$ cat src/rtl/mac8_pkg.sv
`default_nettype none
// ============================================================================
// mac8_pkg : shared types and widths for the mac8 sequencer slice
// Rev 1.0
// ============================================================================
package mac8_pkg;

  localparam int OP_W  = 8;
  localparam int ACC_W = 32;

  typedef enum logic [2:0] {
    IDLE  = 3'd0,
    CLEAR = 3'd1,
    RUN   = 3'd2,
    DRAIN = 3'd3,
    DONE  = 3'd4
  } state_e;

endpackage
`default_nettype wire

$ cat src/rtl/mac8_perf_cnt.sv
`default_nettype none
// ============================================================================
// mac8_perf_cnt : saturating event counter, cleared only by rst
// Rev 1.0
// ============================================================================
module mac8_perf_cnt #(
  parameter int WIDTH = 32
) (
  input  logic             clk,
  input  logic             rst,
  input  logic             inc,
  output logic [WIDTH-1:0] count
);

  logic [WIDTH-1:0] count_q, count_d;

  always_comb begin
    count_d = count_q;
    if (inc && (count_q != '1)) begin
      count_d = count_q + WIDTH'(1);
    end
  end

  always_ff @(posedge clk) begin
    if (rst) begin
      count_q <= '0;
    end else begin
      count_q <= count_d;
    end
  end

  assign count = count_q;

endmodule
`default_nettype wire

$ cat src/rtl/mac8_seq_ctrl.sv
`default_nettype none
// ============================================================================
// mac8_seq_ctrl : command/operand/result sequencer for one mac8 MAC unit.
// Optional performance counters enabled by MAC8_SEQ_CTRL_PERF_EN.
// Rev 1.0
// ============================================================================
module mac8_seq_ctrl
  import mac8_pkg::*;
#(
  parameter int LEN_W = 16
) (
  input  logic             clk,
  input  logic             rst,
  input  logic             cmd_valid,
  output logic             cmd_ready,
  input  logic [LEN_W-1:0] cmd_len,
  input  logic             op_valid,
  output logic             op_ready,
  input  logic [OP_W-1:0]  op_a,
  input  logic [OP_W-1:0]  op_b,
  output logic [OP_W-1:0]  mac_a,
  output logic [OP_W-1:0]  mac_b,
  output logic             mac_en,
  output logic             mac_clr,
  input  logic [ACC_W-1:0] mac_acc,
  output logic             res_valid,
  input  logic             res_ready,
  output logic [ACC_W-1:0] res_data,
  output logic             busy,
  output logic [31:0]      perf_beats,
  output logic [31:0]      perf_stalls,
  output logic [31:0]      perf_jobs
);

  state_e           state_q, state_d;
  logic [LEN_W-1:0] remaining_q, remaining_d;
  logic [ACC_W-1:0] res_data_q, res_data_d;

  always_ff @(posedge clk) begin
    if (rst) begin
      state_q     <= IDLE;
      remaining_q <= '0;
      res_data_q  <= '0;
    end else begin
      state_q     <= state_d;
      remaining_q <= remaining_d;
      res_data_q  <= res_data_d;
    end
  end

  // MAC operands are forced to zero outside RUN so the MAC's bypass gate stays shut.
  always_comb begin
    state_d     = state_q;
    remaining_d = remaining_q;
    res_data_d  = res_data_q;
    cmd_ready   = 1'b0;
    op_ready    = 1'b0;
    mac_en      = 1'b0;
    mac_clr     = 1'b0;
    mac_a       = '0;
    mac_b       = '0;
    res_valid   = 1'b0;
    unique case (state_q)
      IDLE: begin
        cmd_ready = 1'b1;
        if (cmd_valid) begin
          remaining_d = cmd_len;
          state_d     = CLEAR;
        end
      end
      CLEAR: begin
        mac_clr = 1'b1;
        state_d = (remaining_q != '0) ? RUN : DRAIN;
      end
      RUN: begin
        op_ready = 1'b1;
        mac_en   = op_valid;
        mac_a    = op_a;
        mac_b    = op_b;
        if (op_valid) begin
          remaining_d = remaining_q - LEN_W'(1);
          if (remaining_q == LEN_W'(1)) begin
            state_d = DRAIN;
          end
        end
      end
      DRAIN: begin
        res_data_d = mac_acc;
        state_d    = DONE;
      end
      DONE: begin
        res_valid = 1'b1;
        if (res_ready) begin
          state_d = IDLE;
        end
      end
      default: begin
        state_d = IDLE;
      end
    endcase
  end

  assign busy     = (state_q != IDLE);
  assign res_data = res_data_q;

`ifdef MAC8_SEQ_CTRL_PERF_EN
  logic beat_inc;
  logic stall_inc;
  logic job_inc;

  assign beat_inc  = (state_q == RUN) && op_valid;
  assign stall_inc = (state_q == RUN) && !op_valid;
  assign job_inc   = (state_q == DONE) && res_ready;

  mac8_perf_cnt #(.WIDTH(32)) u_cnt_beats (
    .clk   (clk),
    .rst   (rst),
    .inc   (beat_inc),
    .count (perf_beats)
  );

  mac8_perf_cnt #(.WIDTH(32)) u_cnt_stalls (
    .clk   (clk),
    .rst   (rst),
    .inc   (stall_inc),
    .count (perf_stalls)
  );

  mac8_perf_cnt #(.WIDTH(32)) u_cnt_jobs (
    .clk   (clk),
    .rst   (rst),
    .inc   (job_inc),
    .count (perf_jobs)
  );
`else
  assign perf_beats  = '0;
  assign perf_stalls = '0;
  assign perf_jobs   = '0;
`endif

endmodule
`default_nettype wire

$ cat config.mk
export PLATFORM = sky130hd
export DESIGN_NAME = mac8_seq_ctrl
export DESIGN_NICKNAME = d
export VERILOG_FILES = /design/src/rtl/mac8_pkg.sv /design/src/rtl/mac8_perf_cnt.sv /design/src/rtl/mac8_seq_ctrl.sv
export SDC_FILE = /design/constraint.sdc
export NUM_CORES = 1
export LEC_CHECK = 0
export ABC_AREA = 0
export CORE_MARGIN = 10
export CORE_UTILIZATION = 39
export CTS_CLUSTER_DIAMETER = 40
export DETAILED_ROUTE_END_ITERATION = 6
export GPL_TIMING_DRIVEN = 0
export PLACE_DENSITY_LB_ADDON = 0.3
export REMOVE_ABC_BUFFERS = 1
export SLEW_MARGIN = 20
export SYNTH_ARGS = -nofsm -noshare
export SYNTH_HDL_FRONTEND = slang
export SYNTH_HIERARCHICAL = 1
export SYNTH_SLANG_ARGS = --single-unit
$ cat constraint.sdc
create_clock -name clk -period 4.6 [get_ports clk]
set_input_delay 1.15 -clock clk [delete_from_list [all_inputs] [get_ports clk]]
set_output_delay 1.15 -clock clk [all_outputs]
set_load 0.02 [all_outputs]
# Word-level counts from Yosys, hierarchy flattened
# Index checks and enable logic that the tools add are counted.
# word_totals
ff_bits,51
inputBits,69
word_cells,35
# classes
addsub,1
eq_ne,9
mux,16
reduce_logical,6
# op_table
cell,count
$mux W16,2
$pmux W16 S2,1
$eq A16 B1 Y1 const B,1
$mux W8,2
$reduce_bool A16 Y1,1
$sub A16 B1 Y16 const B,1
$pmux W3 S5,1
$mux W3,4
$ne A2 B2 Y1 const B,4
$eq A3 B2 Y1 const B,2
$mux W1,6
$reduce_and A4 Y1,1
$eq A3 B1 Y1 const B,1
$eq A3 B3 Y1 const B,1
$logic_not A3 Y1,1
$reduce_and A3 Y1,1
$reduce_bool A3 Y1,1
$reduce_bool A2 Y1,1

# Longest topological paths before layout
# Gate-level depths: netlist of the first run.
# depth
word_depth,4
mapped_depth,6

# Worst setup path before layout of the first run
# No wires, ideal clock.
# synth_path
path_kind,register to output
startpoint,register state_q[1]
endpoint,output port mac_a[0]
arrival_time_ns,1.515
t_required_ns,3.450
path_slack_ns,1.935
path_stages_with_launch,5
cell_sequence,dfxtp_1 > or3b_2 > inv_1 > clkbuf_1 > and2_1
# synth_between
elab_chain_len,2
# synth_rtl
element,line_no,text
"start, declared",mac8_seq_ctrl.sv:35,"state_e state_q, state_d;"
"start signal, assigned",mac8_seq_ctrl.sv:45,state_q <= state_d;
$eq A3 B2 Y1,mac8_seq_ctrl.sv:63,unique case (state_q)
$mux W8,mac8_seq_ctrl.sv:63,
"end, declared",mac8_seq_ctrl.sv:21,"output logic [OP_W-1:0] mac_a,"
# Every way passes these cells.

# Final worst setup path of the first run
# layout_path
startpoint,register state_q[1]
endpoint,output port mac_b[2]
# layout_between
elab_chain_len,2
# layout_rtl
element,line_no,text
$eq A3 B2 Y1,mac8_seq_ctrl.sv:63,
$mux W8,mac8_seq_ctrl.sv:63,
"end, declared",mac8_seq_ctrl.sv:22,"output logic [OP_W-1:0] mac_b,"
# Every way passes these cells.

==> results of run 1 <==
## per-layer routing
layer	wire, microns	global-route usage	vias to the layer above
met2	4340	0.228	165
met1	3920	0.163	1307
met5	0	0	-
met3	1210	0.0752	2
met4	14	0.0217	0
li1	-	-	1424
## final timing paths
check,slack (ns),to,from,depth (start not counted)
setup reg to reg,1.96,remaining_q[5]$_SDFFE_PP0P_,state_q[1]$_SDFFE_PP0P_,5
hold reg to reg,0.46,res_data[10]$_SDFFE_PP0P_,res_data[10]$_SDFFE_PP0P_,2
hold / removal,0.46,res_data[10]$_SDFFE_PP0P_,res_data[10]$_SDFFE_PP0P_,2
setup / recovery,0.31,mac_b[2],state_q[1]$_SDFFE_PP0P_,4
## cell type report
| cell class | count | area, sq um |
|---|---|---|
| fillers | 779 | 3890 |
| multi-input cells | 332 | 1690 |
| repair buffers | 125 | 1270 |
| flip-flops and latches | 51 | 1020 |
| well taps | 105 | 131 |
| clock buffers | 6 | 82.6 |
| inverters | 9 | 33.8 |
| clock inverters | 2 | 16.3 |
## per-stage QoR
step	instances	cell area (sq um)	hold WS [ns]	total power [uW]	util
after floorplan	392	2740	0.448	1240	-
after global placement	619	4090	0.442	1610	0.503
after detailed placement	622	4150	0.447	1640	0.510
after CTS	630	4240	0.462	1930	0.522
after global routing	630	4240	0.480	2050	0.522
final	630	4240	0.458	1910	0.522
## flip-flops by register name, indices dropped and copies added (netlist names)
| name | flops |
|---|---|
| state_q | 3 |
| res_data | 32 |
| remaining_q | 16 |
## power by group
part	total, uW	switching, uW	internal [uW]	leakage (uW)
Clock	278	155	123	0.0000474
Combinational	1020	595	420	0.00117
Sequential	621	99.7	521	0.000414
## cell families (layout without fill, tap and decap cells)
| logic type | after synthesis | in the layout | share of synthesized area |
|---|---|---|---|
| and+or+nand+nor | 150 | 150 | 0.239 |
| buffers and inverters | 131 | 142 | 0.270 |
| AOI/OAI and AO/OA | 74 | 74 | 0.133 |
| DFF | 51 | 51 | 0.317 |
| muxes | 9 | 9 | 0.0280 |
| adders and majority gates | 2 | 2 | 0.00778 |
| other | 1 | 96 | 0.00117 |
| xor gates and xnor gates | 1 | 1 | 0.00272 |
## tightest hold or removal path: stages, from the launching register on
cell and delay, ns:
dfxtp_1 0.32, nand2_1 0.05, a21oi_1 0.05
## placed cells by master (no fill, tap or decap), types with 9 or more instances in the layout
cell type / synthesis / routed
a21oi_1: 43 / 43
and2_1: 18 / 18
clkdlybuf4s50_1: 0 / 121
conb_1: 1 / 96
dfxtp_1: 51 / 51
inv_1: 9 / 9
mux2i_1: 9 / 9
nand2_1: 69 / 69
nor2_1: 10 / 10
==> results.txt, run 1 <==
The flow ran to the end, and the final reports show no timing, DRC or antenna violations. The first global-routing pass estimated 15,000 microns of wire. The worst setup path is of the register to output pin kind. Yosys attributes the largest share of cell area to dfxtp_1 (32%), buf_4 (22%), nand2_1 (8.1%). The signal on the critical path passes through or3b_2 > inv_1 > and2_1 > clkdlybuf4s50_1. TritonCTS built the clock tree.

The post-synthesis area per instance is 7.68 sq um. Setup violations remaining at the end of the flow were counted as 0. The core box area is 8130 sq um. Clock-pin slew was measured on the worst setup and hold paths at 0.10 ns.

The critical path contains buffers and inverters numbering 2 combined. The standard-cell row count came out at 33. The final antenna-violating net count is 0. The number of buffers created by CTS came out at 5. The number of antenna violations at the first check in global routing is 0. In the final layout, the share of cells above drive strength 1 is 0.0362. Grouping stages by cell kind, the critical path spends the most delay in buffers and inverters. The max-slew violation total from the final report is 0. Measured against its own limit, the worst slew margin works out to 0.378. The weighted congestion reported at the end of routability-driven placement came out at 0.847. In the synthesized netlist the async set-or-reset flop fraction comes to 0. The DRC marker count from the first detailed-route iteration came out at 160.

The final worst-path setup slack came out at 0.306 ns. For this run, the total global-route usage over all layers was measured as 0.141. The total via count after detailed routing came out at 2,898. The worst setup path is launched from a register.

The clock tree synthesis step divided the H-tree into 2 levels. The biggest cell delay along the critical path is 0.75 ns. In this run the worst path has a maximum fanout of 32. The synthesis warning total is 6. The final critical-path share of the clock period came out at 0.933.

The routed design could run at a clock period as short as 4.29 ns. The area fraction of the dominant cell type after synthesis came out at 0.317. The endpoint kind of the worst setup timing path is an output pin. The worst-margin pin slew is 0.924 ns. For this design, the sink count on the clock tree is 51. Dividing total power by cell area gives a power density of 451 nW/um^2.

The achievable clock frequency came out at 0.233 GHz. Max-cap violations in this run came to 0. 0 antenna diodes ended up in the layout. Ranked by instance count, the synthesized netlist is headed by buf_4 (96), nand2_1 (69), dfxtp_1 (51), a21oi_1 (43), clkbuf_1 (22). The setup total negative slack came out at 0 ns.

The die height is 111 microns. The required arrival time at the worst endpoint is 3.45 ns. The number of buffers inserted by port buffering came out at 122. The post-CTS setup repair buffer count is 0. The biggest area contributor in the post-synthesis netlist is dfxtp_1. The count of unresolved DRC violations after routing is 0. The x dimension of the die came out at 111 microns. For this design, the CTS-stage hold fixing added 0 buffers.

The length of the first detailed-routing pass in iterations is 5. The effective utilization at floorplan is 0.395. Once detailed placement completed, the half-perimeter wirelength came to 7560 microns. The data arrival at the endpoint of the critical path is 3.14 ns.

Of the synthesized area, sequential elements account for 0.317. The number of hold violations in the final report came out at 0. In this run the worst hold path is classified as register to register. The primary flip-flop cell chosen by synthesis mapping is dfxtp_1. Clock latency on the worst-skew pair, taken at its later pin, is 0.30 ns. The total overflow left after global routing is 0. The buffer cell driving the clock tree root is clkbuf_8.

The number of global-route vias before repair was 2,846. The count of nets after finishing is 595. The post-CTS resize count is 0. The slowest stage of the critical path is the or3b_2 cell.

The pin count of the biggest net entering global routing is 33. The number of standard cells after synthesis is 419. The cell with the most instances after synthesis is buf_4. Pin placement for this block handled 219 I/O pins. The cell area that synthesis handed to floorplanning was 3220 sq um. The number of synthesized flops with an enable pin came out at 0. The routed length per placed instance is 15.1 microns.

The post-synthesis sequential element count came out at 51. The pre-CTS worst setup slack came out at 0.621 ns. The distinct cell type count of the synthesized netlist came out at 43.

The total die area is 12,300 sq um. The post-detailed-routing wire length came out at 9490 microns. The detailed-route vias per instance is 4.60.

The analysis attributes to cell leakage a power of 0.00164 uW. The worst clock skew came out at 0.00736 ns. Setup repair after global routing left no endpoint under its margin.

The worst-case IR drop observed on VDD is 0.206 mV. Relative to the synthesized area, the layout overhead comes to 31.9%. The clock passes through at most 2 buffers.
Power figures use the tool's default switching activity.
==> run 2: changes to the inputs <==
Settings changed: CORE_UTILIZATION 39 to 35, TNS_END_PERCENT set to 10.
==> run 2 against run 1 <==
Wire length increased by 1.3%. Highest routed layer unchanged. Largest power group unchanged. Maximum frequency rose by 0.95%. Combinational power about the same. Largest cell class unchanged. Final area increased by 0.53%.
==> results.txt, run 2 (synthesized netlist as in run 1, its figures left out) <==
The routed length per placed instance came out at 15.2 microns (+0.69%). The die height is 116 microns (+4.6%). The total congestion overflow after global routing came out at 0 (unchanged).

The post-layout instance area is 4270 sq um (+0.53%). The final critical-path share of the clock period came out at 0.925 (-0.00881). The worst setup path is captured at an output pin. The post-CTS resize count is 0 (unchanged). The relative area change from synthesis to final layout is 32.6%.

The effective utilization at floorplan came out at 0.364 (-0.0319). The standard-cell row count came to 34 (+3.0%). The achievable clock frequency came out at 0.235 GHz (+0.95%). Setup repair after global routing left no endpoint under its margin. The number of buffers added to fix hold violations after cts was 0 (unchanged). The post-CTS setup repair buffer count came out at 0 (unchanged). The utilization after layout came out at 0.482 (-0.0396). The power per unit of standard cell area is 460 nW/um^2 (+1.9%). The number of sinks on the clock net came out at 51 (unchanged). The top cell types in the final layout, fill and taps aside, are clkdlybuf4s50_1 (121), conb_1 (96), nand2_1 (69), dfxtp_1 (51), a21oi_1 (43).

The DRC marker count from the first detailed-route iteration came to 205 (+28%). The pin count of the biggest net entering global routing was 41 (+24%). The number of max-cap violations is 0 (unchanged).

The total number of cells along the worst setup path was 4 (unchanged). The post-placement cell area was 4150 sq um (+0.15%). The start-to-end type of the worst setup path is register to output pin. The worst-margin pin slew came out at 0.802 ns (-0.123 ns). The worst-case vdd ir drop came out at 0.230 mV (+12%). The global-route wire length before repair is 14,700 microns (-2.5%). The required arrival time at the worst endpoint was 3.45 ns (about the same).

The worst reg-to-reg path cell count is 5 (unchanged). The deepest clock path buffer count is 2 (unchanged). The final setup violation count is 0 (unchanged).

The detailed-route vias per instance came to 4.59 (-0.12%). The cell sitting at the root of the clock tree is a clkbuf_8. The top-level I/O count came out at 219 (unchanged). The max-slew violation total from the final report came out at 0 (unchanged). The tightest min-delay check is of the register to register type. The biggest cell delay along the critical path is 0.76 ns (about the same).

The final antenna-violating net count came out at 0 (unchanged). The clock latency on the worst-skew pair came out at 0.30 ns (about the same). The critical hold path startpoint is res_data[18]$_SDFFE_PP0P_.

The flip-flop count of the largest register, all copies and words added came out at 32 (unchanged). The total die area came out at 13,400 sq um (+9.3%). The pre-CTS worst setup slack is 0.660 ns (+0.0386 ns).

The clock-pin slew reported for the worst setup and hold paths after clock tree synthesis is 0.10 ns (about the same). The master of the slowest instance on the critical path is or3b_2. The static power due to leakage is 0.00165 uW (+0.66%).

The number of buffers inserted by port buffering is 122 (unchanged). The data arrival at the endpoint of the critical path is 3.10 ns (-0.04 ns). In this run the critical register-to-register path is launched from state_q[1]$_SDFFE_PP0P_. Among cell families on the critical path, the largest total delay comes from buffers and inverters. The worst clock skew is 0.00621 ns (-0.00115 ns). The deepest level of the CTS H-tree is 2 (unchanged).

The core box area is 8850 sq um (+8.8%). The length of the first detailed-routing pass in iterations was 4 (-1). The post-detailed-routing wire length is 9620 microns (+1.3%). The number of hold violations in the final report came out at 0 (unchanged). The critical path launch point is state_q[1]$_SDFFE_PP0P_. The count of nets after finishing is 596 (+0.17%).

The clock period minus worst slack came out at 4.25 ns (-0.0405 ns). The ratio of cells with drive above 1 in the final layout was 0.0361 (-0.0000688). The weighted congestion reported at the end of routability-driven placement was 0.761 (-10%). The total buffers and inverters traversed by the critical path was 2 (unchanged).

TritonCTS built the clock tree. The final worst-path setup slack is 0.347 ns (+0.0405 ns). The x dimension of the die is 116 microns (+4.6%). The total of fill cells in the finished design is 867 (+11%). The number of antenna violations at the first check in global routing is 0 (unchanged).

The number of global-route vias before repair came out at 2,938 (+3.2%). The antenna cell count was 0 (unchanged). The critical path goes through or3b_2 > inv_1 > and2_1 > clkdlybuf4s50_1. The launching element type of the critical path is a register. The count of unresolved DRC violations after routing came out at 0 (unchanged). The global-route usage over all layers came out at 0.132 (-0.00872). The post-DP HPWL came out at 7720 microns (+2.0%). The setup total negative slack is 0 ns (unchanged).

The number of buffers created by CTS is 5 (unchanged). Leaving out fill and tap cells, the most frequent cell in the layout is clkdlybuf4s50_1. The total via count after detailed routing came out at 2,913 (+0.52%).

The worst hold slack is 0.458 ns (+0.000607 ns). The worst hold path depth was 2 (unchanged). The worst slew margin relative to its limit came out at 0.461 (+0.0827). The critical-path maximum fanout came out at 32 (unchanged). The run finished with clean final reports.
[run 2: cell count changes in the layout (fill, tap and decap cells not counted)]
cell,previous run,this run
and3b_1,0,1
and3b_2,1,0
buf_12,0,1
buf_16,1,0
buf_6,1,2
bufinv_16,0,1
clkbuf_8,6,5
clkinv_4,1,0
inv_6,0,1
[run 2: path summary, 6_finish.rpt]
| check | slack, ns | endpoint |
|---|---|---|
| max | 0.35 | mac_a[2] |
| min | 0.46 | res_data[18]$_SDFFE_PP0P_ |
| max reg2reg | 1.99 | remaining_q[5]$_SDFFE_PP0P_ |
| min reg2reg | 0.46 | res_data[18]$_SDFFE_PP0P_ |
[run 2: power by group]
part / internal (uW) / leakage (uW) / switching [uW]
combinational: 422 / 0.00118 / 595
sequential: 521 / 0.000414 / 99.1
clock: 164 / 0.0000548 / 160
total: 1110 / 0.00165 / 854
[run 2: cell type report]
| class | instances | area (sq um) | area share |
|---|---|---|---|
| well taps | 108 | 135 | 0.0317 |
| clock inverters | 3 | 46.3 | 0.0109 |
| clock buffers | 5 | 68.8 | 0.0161 |
| inverters | 9 | 33.8 | 0.00792 |
| repair buffers | 126 | 1270 | 0.299 |
| multi-input cells | 332 | 1690 | 0.396 |
| flip-flops and latches | 51 | 1020 | 0.239 |
[run 2: routing by layer]
layer  GRT usage  wire length (microns)  up-vias
li1            -                      -     1425
met1       0.158                   4070     1298
met2       0.213                   4220      188
met3      0.0646                   1300        2
met4      0.0217                     26        0
met5           0                      0        -
[run 2: through the flow]
step | cells | power, uW
after floorplan | 392 | 1240
after global placement | 622 | 1610
after detailed placement | 626 | 1640
after CTS | 634 | 1970
after global routing | 634 | 2120
final | 634 | 1960
[run 2: tightest hold or removal path, cell delays in order (launching register included)]
cell and delay [ns]:
dfxtp_1 0.32, nand2_1 0.05, a21oi_1 0.05
==> run 3: changes to the inputs <==
Settings changed: CAP_MARGIN set to 40, CTS_BUF_LIST set to sky130_fd_sc_hd__clkbuf_16.
==> run 3 against run 2 <==
First-iteration DRC count up 1.5%. Maximum frequency up 0.54%. Final cell count unchanged. Non-clock buffer count unchanged. Wire length down 0.47%. Flip-flop and latch count unchanged. Combinational power about the same. Clock skew down 0.0013 ns. Core utilization up 0.64 points. Final area up 1.3%. Critical path type unchanged. Largest cell class unchanged. Largest power group unchanged.
==> results.txt, run 3 (synthesized netlist as in run 1, its figures left out) <==
The number of buffers created by CTS is 5 (unchanged). The worst-margin pin slew was 0.786 ns (-0.0154 ns). The count of nets after finishing was 596 (unchanged). The post-detailed-routing wire length is 9570 microns (-0.47%). The number of buffers inserted by port buffering was 122 (unchanged).

The worst-case vdd ir drop came to 0.254 mV (+10%). In the layout the commonest cells are clkdlybuf4s50_1 (121), conb_1 (96), nand2_1 (69), dfxtp_1 (51), a21oi_1 (43). The standard-cell row count was 34 (unchanged). The deepest level of the CTS H-tree is 2 (unchanged).

The final critical-path share of the clock period came out at 0.920 (-0.00500). The number of global-route vias before repair is 2,956 (+0.61%). The required arrival time at the worst endpoint is 3.45 ns (about the same). TritonCTS built the clock tree. The clock-pin slew reported for the worst setup and hold paths after clock tree synthesis is 0.07 ns (-0.03 ns). The total die area came to 13,400 sq um (unchanged). The achievable clock frequency was 0.236 GHz (+0.54%).

The data arrival at the endpoint of the critical path came out at 3.08 ns (-0.02 ns). The number of hold violations in the final report is 0 (unchanged). The DRC marker count from the first detailed-route iteration was 208 (+1.5%). The post-layout instance area is 4320 sq um (+1.3%). The weighted congestion reported at the end of routability-driven placement came to 0.761 (unchanged). The global-route usage over all layers is 0.132 (+0.000428). The post-DP HPWL came out at 7720 microns (unchanged).

The multi-input gate area in the final layout was 1690 sq um (unchanged). STA classifies the critical path startpoint as a register. The setup total negative slack came out at 0 ns (unchanged). The x dimension of the die is 116 microns (unchanged). The detailed-route vias per instance is 4.58 (-0.34%).

The total via count after detailed routing is 2,903 (-0.34%). The area occupied by registers came out at 1020 sq um (unchanged). The post-placement cell area is 4150 sq um (unchanged). The worst hold path depth is 2 (unchanged). The core box area is 8850 sq um (unchanged). The clock latency on the worst-skew pair came to 0.29 ns (about the same). The worst reg-to-reg path cell count came out at 5 (unchanged). The post-CTS setup repair buffer count came out at 0 (unchanged).

The relative area change from synthesis to final layout came out at 34.4%. Setup repair after global routing left no endpoint under its margin. The antenna cell count came out at 0 (unchanged). The die height was 116 microns (unchanged).

The static power due to leakage is 0.00167 uW (+1.6%). The buffer cell driving the clock tree root is clkbuf_16. The pre-CTS worst setup slack came out at 0.660 ns (unchanged). The number of antenna violations at the first check in global routing came to 0 (unchanged). The length of the first detailed-routing pass in iterations is 4 (unchanged).

The ratio of cells with drive above 1 in the final layout was 0.0361 (unchanged). The worst hold slack is 0.454 ns (-0.00404 ns). The deepest clock path buffer count is 2 (unchanged). The global-route wire length before repair came out at 14,700 microns (about the same). The path class of the tightest hold or removal check is register to register. The effective utilization at floorplan came out at 0.364 (unchanged). The number of max-cap violations came out at 0 (unchanged). Leaving out fill and tap cells, the most frequent cell in the layout is clkdlybuf4s50_1. The total congestion overflow after global routing came out at 0 (unchanged). The critical path is of the register to output pin type.

The critical-path maximum fanout came out at 32 (unchanged). The max-slew violation total from the final report came out at 0 (unchanged). The clock period minus worst slack came to 4.23 ns (-0.0230 ns). The worst clock skew is 0.00487 ns (-0.00134 ns). The number of sinks on the clock net came out at 51 (unchanged). The post-CTS resize count is 0 (unchanged). The count of unresolved DRC violations after routing came out at 0 (unchanged). The worst slew margin relative to its limit came out at 0.471 (+0.0104).

The flip-flop count of the largest register, all copies and words added was 32 (unchanged). The run finished with clean final reports. The pin count of the biggest net entering global routing is 41 (unchanged). The final worst-path setup slack came out at 0.370 ns (+0.0230 ns). The power per unit of standard cell area is 478 nW/um^2 (+4.1%). The routed length per placed instance is 15.1 microns (-0.47%). The top-level I/O count came out at 219 (unchanged). The number of buffers added to fix hold violations after cts came out at 0 (unchanged). The final antenna-violating net count came out at 0 (unchanged).

The register-to-register path setup slack was 2.01 ns (+0.02 ns). The final setup violation count came out at 0 (unchanged). The total of fill cells in the finished design is 858 (-1.0%). The worst setup path is captured at an output pin.
==> run 3: cell counts in the layout (fill, tap and decap cells not counted) <==
No cell type changed its count.
==> run 3: metal layers <==
metal  global-route usage  wire length (microns)
met1                0.158                   4100
met2                0.212                   4190
met3               0.0630                   1220
met4               0.0267                     55
met5                    0                      0
==> run 3: final timing paths <==
| path | startpoint | endpoint |
|---|---|---|
| max | state_q[1]$_SDFFE_PP0P_ | mac_a[2] |
| max reg2reg | state_q[1]$_SDFFE_PP0P_ | remaining_q[5]$_SDFFE_PP0P_ |
| min reg2reg | res_data[18]$_SDFFE_PP0P_ | res_data[18]$_SDFFE_PP0P_ |
| min | res_data[18]$_SDFFE_PP0P_ | res_data[18]$_SDFFE_PP0P_ |
==> run 3: final cells by class <==
class                           instances  share of cell area
Clock buffer                            5              0.0289
Clock inverter                          3              0.0107
Inverter                                9             0.00781
Multi-Input combinational cell        332               0.390
Sequential cell                        51               0.236
Tap cell                              108              0.0313
Timing Repair Buffer                  126               0.295
==> run 3: power breakdown <==
part	internal (uW)	total, uW	switching, uW	leakage (uW)
Combinational	422	1010	593	0.00118
Clock	259	434	175	0.0000804
Sequential	521	620	98.3	0.000414
==> run 3: critical path, cell delays in order, from the launching register on <==
cell	delay (ns)
dfxtp_1	0.53
or3b_2	0.76
inv_1	0.65
and2_1	0.22
clkdlybuf4s50_1	0.61
==> run 3: stage by stage <==
stage | std cells | util | power, uW
finish | 634 | 0.489 | 2070
global route | 634 | 0.489 | 2220
CTS | 634 | 0.489 | 2080
detailed placement | 626 | 0.469 | 1640
global placement | 622 | 0.463 | 1610
floorplan | 392 | - | 1240
